--- config.mk ---
export PLATFORM = sky130hd
export DESIGN_NAME = clock_rate_controller
export DESIGN_NICKNAME = d
export VERILOG_FILES = /design/src/rtl/clk_ctrl_defs.sv /design/src/rtl/tick_divider.sv /design/src/rtl/clock_rate_controller.sv
export SDC_FILE = /design/constraint.sdc
export NUM_CORES = 1
export LEC_CHECK = 0
export ABC_AREA = 1
export CORE_UTILIZATION = 55
export CTS_BUF_LIST = sky130_fd_sc_hd__clkbuf_4 sky130_fd_sc_hd__clkbuf_8
export CTS_CLUSTER_DIAMETER = 30
export DETAILED_ROUTE_END_ITERATION = 10
export GPL_ROUTABILITY_DRIVEN = 0
export HOLD_SLACK_MARGIN = 0.15
export MAX_ROUTING_LAYER = met4
export PLACE_DENSITY_LB_ADDON = 0.2
export SKIP_LAST_GASP = 1
export SYNTH_ARGS = -nofsm -noshare
export SYNTH_HDL_FRONTEND = slang
export SYNTH_SLANG_ARGS = --single-unit
--- constraint.sdc ---
create_clock -name clock_in -period 1.8 [get_ports clock_in]
set_input_delay 0.45 -clock clock_in [delete_from_list [all_inputs] [get_ports clock_in]]
set_output_delay 0.45 -clock clock_in [all_outputs]
set_load 0.01 [all_outputs]
--- src/rtl/clk_ctrl_defs.sv ---
// Shared definitions for the clock rate controller.
// State encoding, config field positions, reset defaults.
package clk_ctrl_defs;

    typedef enum logic [1:0] {
        ST_LOW  = 2'd0,
        ST_HIGH = 2'd1,
        ST_HELD = 2'd2
    } cpu_state_t;

    localparam int CFG_SEL_LSB = 0;
    localparam int CFG_SEL_W   = 3;
    localparam int CFG_RUN_BIT = 7;

    typedef struct packed {
        logic                 run;
        logic [CFG_SEL_W-1:0] sel;
    } cfg_t;

    localparam logic [CFG_SEL_W-1:0] RST_SEL = '0;
    localparam logic                 RST_RUN = 1'b1;
    localparam cfg_t                 RST_CFG = '{run: RST_RUN, sel: RST_SEL};

    // Last phase count of a half period of 2^sel base ticks.
    function automatic logic [7:0] half_term(logic [CFG_SEL_W-1:0] sel);
        return (8'd1 << sel) - 8'd1;
    endfunction

endpackage

--- src/rtl/tick_divider.sv ---
// Modulo-DIV counter advancing on en.
// wrap is high in the enabled cycle that returns the count to zero.
module tick_divider #(
    parameter int DIV = 5
) (
    input  logic clk,
    input  logic rst,
    input  logic en,
    output logic wrap
);

    localparam int W = (DIV > 1) ? $clog2(DIV) : 1;
    localparam logic [W-1:0] LAST = W'(DIV - 1);

    logic [W-1:0] cnt;

    assign wrap = en && (cnt == LAST);

    // Count enabled cycles, wrapping at DIV-1.
    always_ff @(posedge clk or posedge rst) begin
        if (rst) begin
            cnt <= '0;
        end else if (en) begin
            cnt <= (cnt == LAST) ? '0 : cnt + 1'b1;
        end
    end

endmodule

--- src/rtl/clock_rate_controller.sv ---
// Derives a programmable-rate CPU clock and a timer tick from clock_in.
// Rate/run changes take effect only at LOW terminals or in HELD.
module clock_rate_controller
    import clk_ctrl_defs::*;
#(
    parameter int PRE_DIV  = 5,
    parameter int TICK_DIV = 16,
    parameter int N_STALL  = 2
) (
    input  logic               clock_in,
    input  logic               reset,
    input  logic               cfg_we,
    input  logic [7:0]         cfg_data,
    input  logic [N_STALL-1:0] stall_req,
    output logic               cpu_clk,
    output logic               cpu_rise,
    output logic               tim_tick,
    output logic [2:0]         rate_sel,
    output logic               cfg_pending
);

    logic       base_tick;
    logic       timer_wrap;
    cpu_state_t state;
    logic [7:0] phase_cnt;
    logic       run_act;
    cfg_t       pend;
    logic       terminal;
    logic       apply;
    logic       next_run;
    logic       go;
    logic       cfg_unused;

    assign cfg_unused = ^cfg_data[6:3];

    tick_divider #(.DIV(PRE_DIV)) u_pre (
        .clk  (clock_in),
        .rst  (reset),
        .en   (1'b1),
        .wrap (base_tick)
    );

    tick_divider #(.DIV(TICK_DIV)) u_tim (
        .clk  (clock_in),
        .rst  (reset),
        .en   (base_tick),
        .wrap (timer_wrap)
    );

    // Register the timer wrap so tim_tick is a clean flop output.
    always_ff @(posedge clock_in or posedge reset) begin
        if (reset) tim_tick <= 1'b0;
        else       tim_tick <= timer_wrap;
    end

    assign terminal = base_tick && (phase_cnt == half_term(rate_sel));
    assign apply    = ((state == ST_LOW) && terminal)
                   || ((state == ST_HELD) && base_tick);
    assign next_run = cfg_pending ? pend.run : run_act;
    assign go       = next_run && !(|stall_req);

    // CPU clock FSM with config apply and write handling.
    always_ff @(posedge clock_in or posedge reset) begin
        if (reset) begin
            state       <= ST_LOW;
            phase_cnt   <= '0;
            cpu_clk     <= 1'b0;
            cpu_rise    <= 1'b0;
            rate_sel    <= RST_SEL;
            run_act     <= RST_RUN;
            pend        <= RST_CFG;
            cfg_pending <= 1'b0;
        end else begin
            cpu_rise <= 1'b0;
            if (base_tick) phase_cnt <= phase_cnt + 8'd1;
            if (apply && cfg_pending) begin
                rate_sel    <= pend.sel;
                run_act     <= pend.run;
                cfg_pending <= 1'b0;
            end
            // A write in an apply cycle is kept for the next apply point.
            if (cfg_we) begin
                pend.run    <= cfg_data[CFG_RUN_BIT];
                pend.sel    <= cfg_data[CFG_SEL_LSB +: CFG_SEL_W];
                cfg_pending <= 1'b1;
            end
            unique case (state)
                ST_HIGH: begin
                    if (terminal) begin
                        state     <= ST_LOW;
                        cpu_clk   <= 1'b0;
                        phase_cnt <= '0;
                    end
                end
                ST_LOW: begin
                    if (terminal) begin
                        phase_cnt <= '0;
                        if (go) begin
                            state    <= ST_HIGH;
                            cpu_clk  <= 1'b1;
                            cpu_rise <= 1'b1;
                        end else begin
                            state <= ST_HELD;
                        end
                    end
                end
                ST_HELD: begin
                    if (base_tick && go) begin
                        state     <= ST_HIGH;
                        cpu_clk   <= 1'b1;
                        cpu_rise  <= 1'b1;
                        phase_cnt <= '0;
                    end
                end
                default: state <= ST_LOW;
            endcase
        end
    end

endmodule

==> results.sh <==
export IMPL_outcome="finished, violations left"
export IMPL_failed_checks="negative setup slack"
export IMPL_number_of_antenna_violations_at_the_first_check_in_global_routing=0
export IMPL_post_route_cells_drive_above_1_share=0.208
export IMPL_ys_seq_area_frac=0.475
export IMPL_ys_types=23
export IMPL_final_period_utilization=1.00
export IMPL_power_density_cell_area_nw_per_um2=1260
export IMPL_fill_cells=204
export IMPL_crit_required_ns=1.35
export IMPL_netSwitchingFraction=0.414
export IMPL_report_final_setup_viol=1
export IMPL_cts_root_to_sink_buffers=2
export IMPL_grt_pass1_vias=1239
export IMPL_fp_coreArea_um2=2540
export IMPL_cp_slowest_stage_delay_ns=0.56
export IMPL_antennaDiodeCount=0
export IMPL_clkSinkCount=29
export IMPL_critical_path_slowest_cell="sky130_fd_sc_hd__clkdlybuf4s50_1"
export IMPL_intPower_mw=1.36
export IMPL_post_synthesis_cell_area_um2=1530
export IMPL_setup_worst_path_start_class="flop"
export IMPL_die_area_um2=3000
export IMPL_worst_slew_pin_slew_ns=0.206
export IMPL_finalWirelength_mm=3.23
export IMPL_synth_mux_area_frac=0
export IMPL_syn_mean_instance_area_um2=8.10
export IMPL_skew_ns=0.00879
export IMPL_mostFrequentLayoutCell="sky130_fd_sc_hd__nand2_1"
export IMPL_r2r_worst_path_cells=11
export IMPL_cts_hold_repair_buffers=0
export IMPL_yosys_area_share_simple=0.347
export IMPL_dr_first_iter_drc_count=37
export IMPL_power_clock_fraction=0.167
export IMPL_relative_contribution_of_combinational_cells_to_total_power=0.437
export IMPL_setup_worst_path_end_class="output port"
export IMPL_synth_fa_ha_area_frac=0.0327
export IMPL_synth_xor_area_frac=0.0458
export IMPL_area_growth_synth_to_final_pct=20.7
export IMPL_htreeDepth=2
export IMPL_max_cap_viol_count=0
export IMPL_fin_util=0.726
export IMPL_detail_route_drc_violations=0
export IMPL_synth_top_family_by_area="simple AND/OR/NAND/NOR gates"
export IMPL_critical_path_cell_chain="clkdlybuf4s50_1"
export IMPL_layout_common_cells="62 x sky130_fd_sc_hd__nand2_1, 23 x sky130_fd_sc_hd__dfrtp_1, 19 x sky130_fd_sc_hd__nor2_1"
export IMPL_final_hold_viols=0
export IMPL_cell_area_after_layout_um2=1850
export IMPL_port_buffer_count=15
export IMPL_hpwlAfterDp_mm=2.44
export IMPL_synth_cells=189
export IMPL_numPlacedInstances=238
export IMPL_worst_setup_path_type="flop to output port"
export IMPL_clk_insertion_delay_late_ns=0.33
export IMPL_maxSlewViolCount=0
export IMPL_r2r_end="phase_cnt[2]"
export IMPL_detail_route_wl_per_cell_um=12.9
export IMPL_area_fraction_in_compound_gates_after_synthesis=0.0327
export IMPL_final_hold_worst_slack_ns=0.453
export IMPL_hold_path_class="input port to async pin"
export IMPL_cp_top_family="buffers and inverters"
export IMPL_achievable_frequency_mhz=554
export IMPL_number_of_placement_rows=18
export IMPL_power_leakage_nw=0.948
export IMPL_irDropWorstVdd_mv=1.10
export IMPL_post_dp_cell_area_um2=1750
export IMPL_crit_arrival_ns=1.36
export IMPL_maximum_number_of_pins_on_one_net_before_global_route_repair=17
export IMPL_pin_count=20
export IMPL_drtPass1Iterations=5
export IMPL_sequential_power_share=0.396
export IMPL_final_cells=251
export IMPL_worst_path_buf_inv=1
export IMPL_globalRouteTotalUtil=0.253
export IMPL_synth_net_count=206
export IMPL_regToRegStartpoint="u_pre.cnt[0]"
export IMPL_critical_path_peak_fanout=9
export IMPL_root_buffer="sky130_fd_sc_hd__clkbuf_4"
export IMPL_grt_overflow_total=0
export IMPL_cts_buffers_inserted=5
export IMPL_routed_via_density=5.27
export IMPL_fin_crit_ns=1.81
export IMPL_worst_reg_to_reg_setup_slack_ns=0.12
export IMPL_num_nets_final=237
export IMPL_cts_clk_pin_slew_worst_paths_ns=0.10
export IMPL_yosys_warnings=0
export IMPL_vias=1322
export IMPL_grt_pass1_wl_mm=5.04
export IMPL_detail_route_antenna_nets=0
export IMPL_tritoncts="done"
export IMPL_die_width_um=54.8
export IMPL_yosys_register_bits=29
export IMPL_fp_dieH_um=54.8
export IMPL_start_util=0.602
export IMPL_power_switching_mw=0.961
export IMPL_maxSlewHeadroom=0.861
export IMPL_grt_setup_unrepaired="true"
export IMPL_timing_final_ws_setup_ns=-0.00528
-- how the worst max path moves through the flow --
stage                       from           end  depth (start not counted)
floorplan            rate_sel[2]  phase_cnt[1]                         11
global placement    stall_req[1]  phase_cnt[1]                          8
detailed placement  stall_req[1]  phase_cnt[4]                          8
CTS                  rate_sel[2]   rate_sel[2]                          1
global route         rate_sel[2]   rate_sel[2]                          1
finish               rate_sel[2]   rate_sel[2]                          1
-- timing repair --
action / CTS / global route
buffers inserted: 1 / 4
endpoints found under the setup margin: 3 / 11
resized for setup: 3 / 3
pin swaps: 0 / 3
-- state kept, by name, summed over array words and instances (netlist names) --
| register | flops |
|---|---|
| phase_cnt | 8 |
| tim_tick | 1 |
| pend | 4 |
| state | 2 |
| u_pre.cnt | 3 |
| u_tim.cnt | 4 |
| cpu_rise | 1 |
| rate_sel | 3 |
| cfg_pending | 1 |
| cpu_clk | 1 |
| run_act | 1 |
-- cells in the mapped netlist, drive strengths merged --
library cell / instances / area [um^2]
ha: 4 / 50.1
nor3: 1 / 5.00
nand2: 65 / 262
inv: 22 / 82.6
xor2: 5 / 43.8
nand3b: 2 / 15.0
nand3: 11 / 65.1
dfstp: 2 / 52.6
nor2: 30 / 154
nand4: 5 / 31.3
xnor2: 3 / 26.3
buf: 2 / 18.8
a21oi: 4 / 20.0
dfrtp: 27 / 676
o21ai: 6 / 30.0
-- worst register-to-register path, delay by kind of cell, from the launching register on --
family / cells / cell delay [ns]
buffers and inverters: 1 / 0.06
AND/OR/NAND/NOR: 9 / 0.94
flip-flops: 1 / 0.38
adder cells (fa/ha/maj): 1 / 0.18
-- area by class of cell --
type | count | area, um^2 | area share
Inverter | 22 | 82.6 | 0.0447
Clock buffer | 6 | 45.0 | 0.0244
Tap cell | 30 | 37.5 | 0.0203
Multi-Input combinational cell | 136 | 704 | 0.381
Timing Repair Buffer | 26 | 235 | 0.127
Sequential cell | 29 | 733 | 0.397
Clock inverter | 2 | 10.0 | 0.00542
-- routing by layer --
metal  track usage  wire length, um
met4         0.115               73
met1         0.267             1330
met5             -                0
met3        0.0500              109
met2         0.448             1720
-- power by group through the flow --
stage          clock network, mW  logic [mW]  registers (mW)
4_1_cts                    0.399       0.962           0.913
2_1_floorplan                  0       0.693           0.896
6_report                   0.388        1.02           0.919
3_5_place_dp                   0       0.936           0.930
3_3_place_gp                   0       0.861           0.923
5_1_grt                    0.432        1.13           0.934
-- through the flow --
stage	total power [mW]	TNS [ns]	worst slack, ns
final	2.32	-0.00528	-0.00528
after floorplan	1.59	0	0.256
after CTS	2.27	-0.0134	-0.0134
after detailed placement	1.87	-0.285	-0.0441
after global placement	1.78	-0.0546	-0.00842
after global routing	2.49	-0.0529	-0.0529
-- logic make-up after synthesis --
group           count (synthesis)
simple gates                  114
flops                          29
buf+inv                        24
compound gates                 10
xor+xnor                        8
fa+ha+maj                       4
Power figures use the tool's default switching activity.
==> patch, RTL diff (same flow settings) <==
Register the inputs `cfg_we` and `cfg_data` before use. The logic sees them one clock later. The other inputs are not delayed to match.
--- a/src/rtl/clock_rate_controller.sv
+++ b/src/rtl/clock_rate_controller.sv
@@ -21,2 +21,10 @@
 
+    logic cfg_we_q;
+    logic [7:0] cfg_data_q;
+
+    always_ff @(posedge clock_in) begin
+        cfg_we_q   <= cfg_we;
+        cfg_data_q <= cfg_data;
+    end
+
     logic       base_tick;
@@ -33,3 +41,3 @@
 
-    assign cfg_unused = ^cfg_data[6:3];
+    assign cfg_unused = ^cfg_data_q[6:3];
 
@@ -81,5 +89,5 @@
             // A write in an apply cycle is kept for the next apply point.
-            if (cfg_we) begin
-                pend.run    <= cfg_data[CFG_RUN_BIT];
-                pend.sel    <= cfg_data[CFG_SEL_LSB +: CFG_SEL_W];
+            if (cfg_we_q) begin
+                pend.run    <= cfg_data_q[CFG_RUN_BIT];
+                pend.sel    <= cfg_data_q[CFG_SEL_LSB +: CFG_SEL_W];
                 cfg_pending <= 1'b1;
Formal check against the unedited RTL: not equivalent (a bounded check fails within 4 cycles, from zero or initial values and one cycle with reset high).
==> patch against the original RTL <==
- total power rose by 11%
- cell count fell by 4.0%
- fmax rose by 3.8%
- sequential cell count rose by 5
- final area rose by 3.8%
- core utilization rose by 2.1 points
- wire length fell by 9.2%
- worst setup slack improved by 0.066 ns
- non-clock buffer count rose by 2
- clock power rose by 47%
- area after synthesis rose by 0.74%
==> patch: results (changes against the original RTL) <==
Critical path
  • Worst r2r dst: phase_cnt[3] (was phase_cnt[2])
  • CP max FO: 2 (was 9)
  • Worst Reg-to-Reg Cells: 10 (was 11)
  • Worst path arrival time: 1.29 ns (was 1.36 ns)
  • Reg-to-Reg Start: u_pre.cnt[1] (was u_pre.cnt[0])
  • CP max stage delay: 0.54 ns (was 0.56 ns)
  • Crit path launch: rate_sel[0] (was rate_sel[2])
  • R2R Setup Slk: 0.10 ns (was 0.12 ns)

Clocking
  • Clk slew on worst S/H paths: 0.12 ns (was 0.10 ns)
  • Worst-Skew Late Latency: 0.35 ns (was 0.33 ns)
  • Clock Tree Root: clkbuf_4 (unchanged)

Logic synthesis
  • Syn_nets: 193 (was 206)
  • Synth cell count leaders: 52 x nand2_1, 27 x dfrtp_1, 25 x nor2_1, 17 x inv_1, 9 x xor2_1 (was 62 x nand2_1, 27 x dfrtp_1, 19 x nor2_1, 18 x inv_1, 10 x nor2_2)
  • Yosys top cell area share: 43.80% (was 44.12%)
  • Register area share after synthesis: 53.69% (was 47.55%)
  • Synth cell types: 26 (was 23)
  • Synth top area cells: dfrtp_1 44%, nand2_1 13%, dfxtp_1 6.5% (was dfrtp_1 44%, nand2_1 15%, nor2_1 4.7%)
  • Post-synth ARST share: 85.29% (was 100.0%)

GRT
  • GRT met3 Usage: 6.011% (was 5.000%)
  • Largest net degree at the start of global routing: 30 (was 17)
  • M1 GR Usage: 26.33% (was 26.70%)
  • Global-route wire length before repair: 4.712 mm (was 5.037 mm)
  • Global-route met2 utilization: 39.36% (was 44.78%)
  • Vias in the first global route: 1151 (was 1239)
  • GRT Total Usage: 24.07% (was 25.29%)

Layout
  • Final-stage net count: 227 (was 237)
  • Share of layout cells above drive strength 1: 16.59% (was 20.81%)
  • Layout fillers: 193 (was 204)

Place
  • HPWL after DPL: 2.016 mm (was 2.440 mm)

Route
  • Vias: 1255 (was 1322)
  • DRT iter0 DRCs: 19 (was 37)
  • Average wire per cell in the routed design: 12.17 um (was 12.87 um)
  • Pre-antenna DRT Iters: 4 (was 5)

Worst hold path
  • Worst Hold Class: reg -> reg (was in -> async)

STA
  • Hold slack: 0.4029 ns (was 0.4527 ns)
  • Worst-margin pin slew: 0.3723 ns (was 0.2064 ns)

Status
  • Status: completed (was finished with violations)

Power and ir drop
  • Internal power: 1.614 mW (was 1.361 mW)
  • Pleak: 0.9812 nW (was 0.9476 nW)
  • VDD IR max: 1170 uV (was 1100 uV)
-- patch: power groups by stage --
stage               logic (mW)  registers [mW]  clock network [mW]
finish                   0.999            1.00               0.571
detailed placement       0.832            1.05                   0
global route              1.13            1.02               0.615
global placement         0.786            1.04                   0
CTS                      0.908            1.01               0.588
floorplan                0.615            1.03                   0
-- patch: metal layers --
layer | part of all wire (%) | wire length [um] | vias up
met3 | 4.7 | 138 | 11
met4 | 2.3 | 68 | 0
li1 | - | - | 625
met5 | 0 | 0 | -
met2 | 51 | 1482 | 37
met1 | 42 | 1244 | 582
-- patch: cells by family after synthesis --
group,count (synthesis),synth area share (%)
adder cells (fa/ha/maj),4,3.244
multiplexers,1,0.6488
AND/OR/NAND/NOR,100,28.55
AO/OA/AOI/OAI,6,2.190
flip-flops,34,53.69
buffers and inverters,20,5.433
XOR/XNOR,11,6.245
-- patch: metrics by stage --
| stage | instances | setup slack (ns) | cell area [um2] |
|---|---|---|---|
| CTS | 235 | -0.02527 | 1859 |
| global placement | 224 | 0.003037 | 1752 |
| global route | 241 | -0.008718 | 1918 |
| finish | 241 | 0.06035 | 1918 |
| detailed placement | 224 | -0.03545 | 1752 |
| floorplan | 176 | 0.2629 | 1543 |
-- patch: worst min-delay path: stages, from the launching register on --
cell     delay, ns
dfxtp_1       0.31
nand2_1       0.05
nand2_1       0.05
-- patch: final cells by class --
class,instances,share of cell area [%]
Timing Repair Buffer,28,13.18
Sequential cell,34,43.31
Clock inverter,3,2.348
Tap cell,30,1.957
Clock buffer,5,1.957
Multi-Input combinational cell,123,33.72
Inverter,18,3.523
-- patch: repair_timing --
item                       in CTS  in global routing
setup buffers                   3                  5
setup endpoints to repair       4                 14
gates resized for setup         2                  5
pin swaps                       0                  3
gates cloned                    0                  1
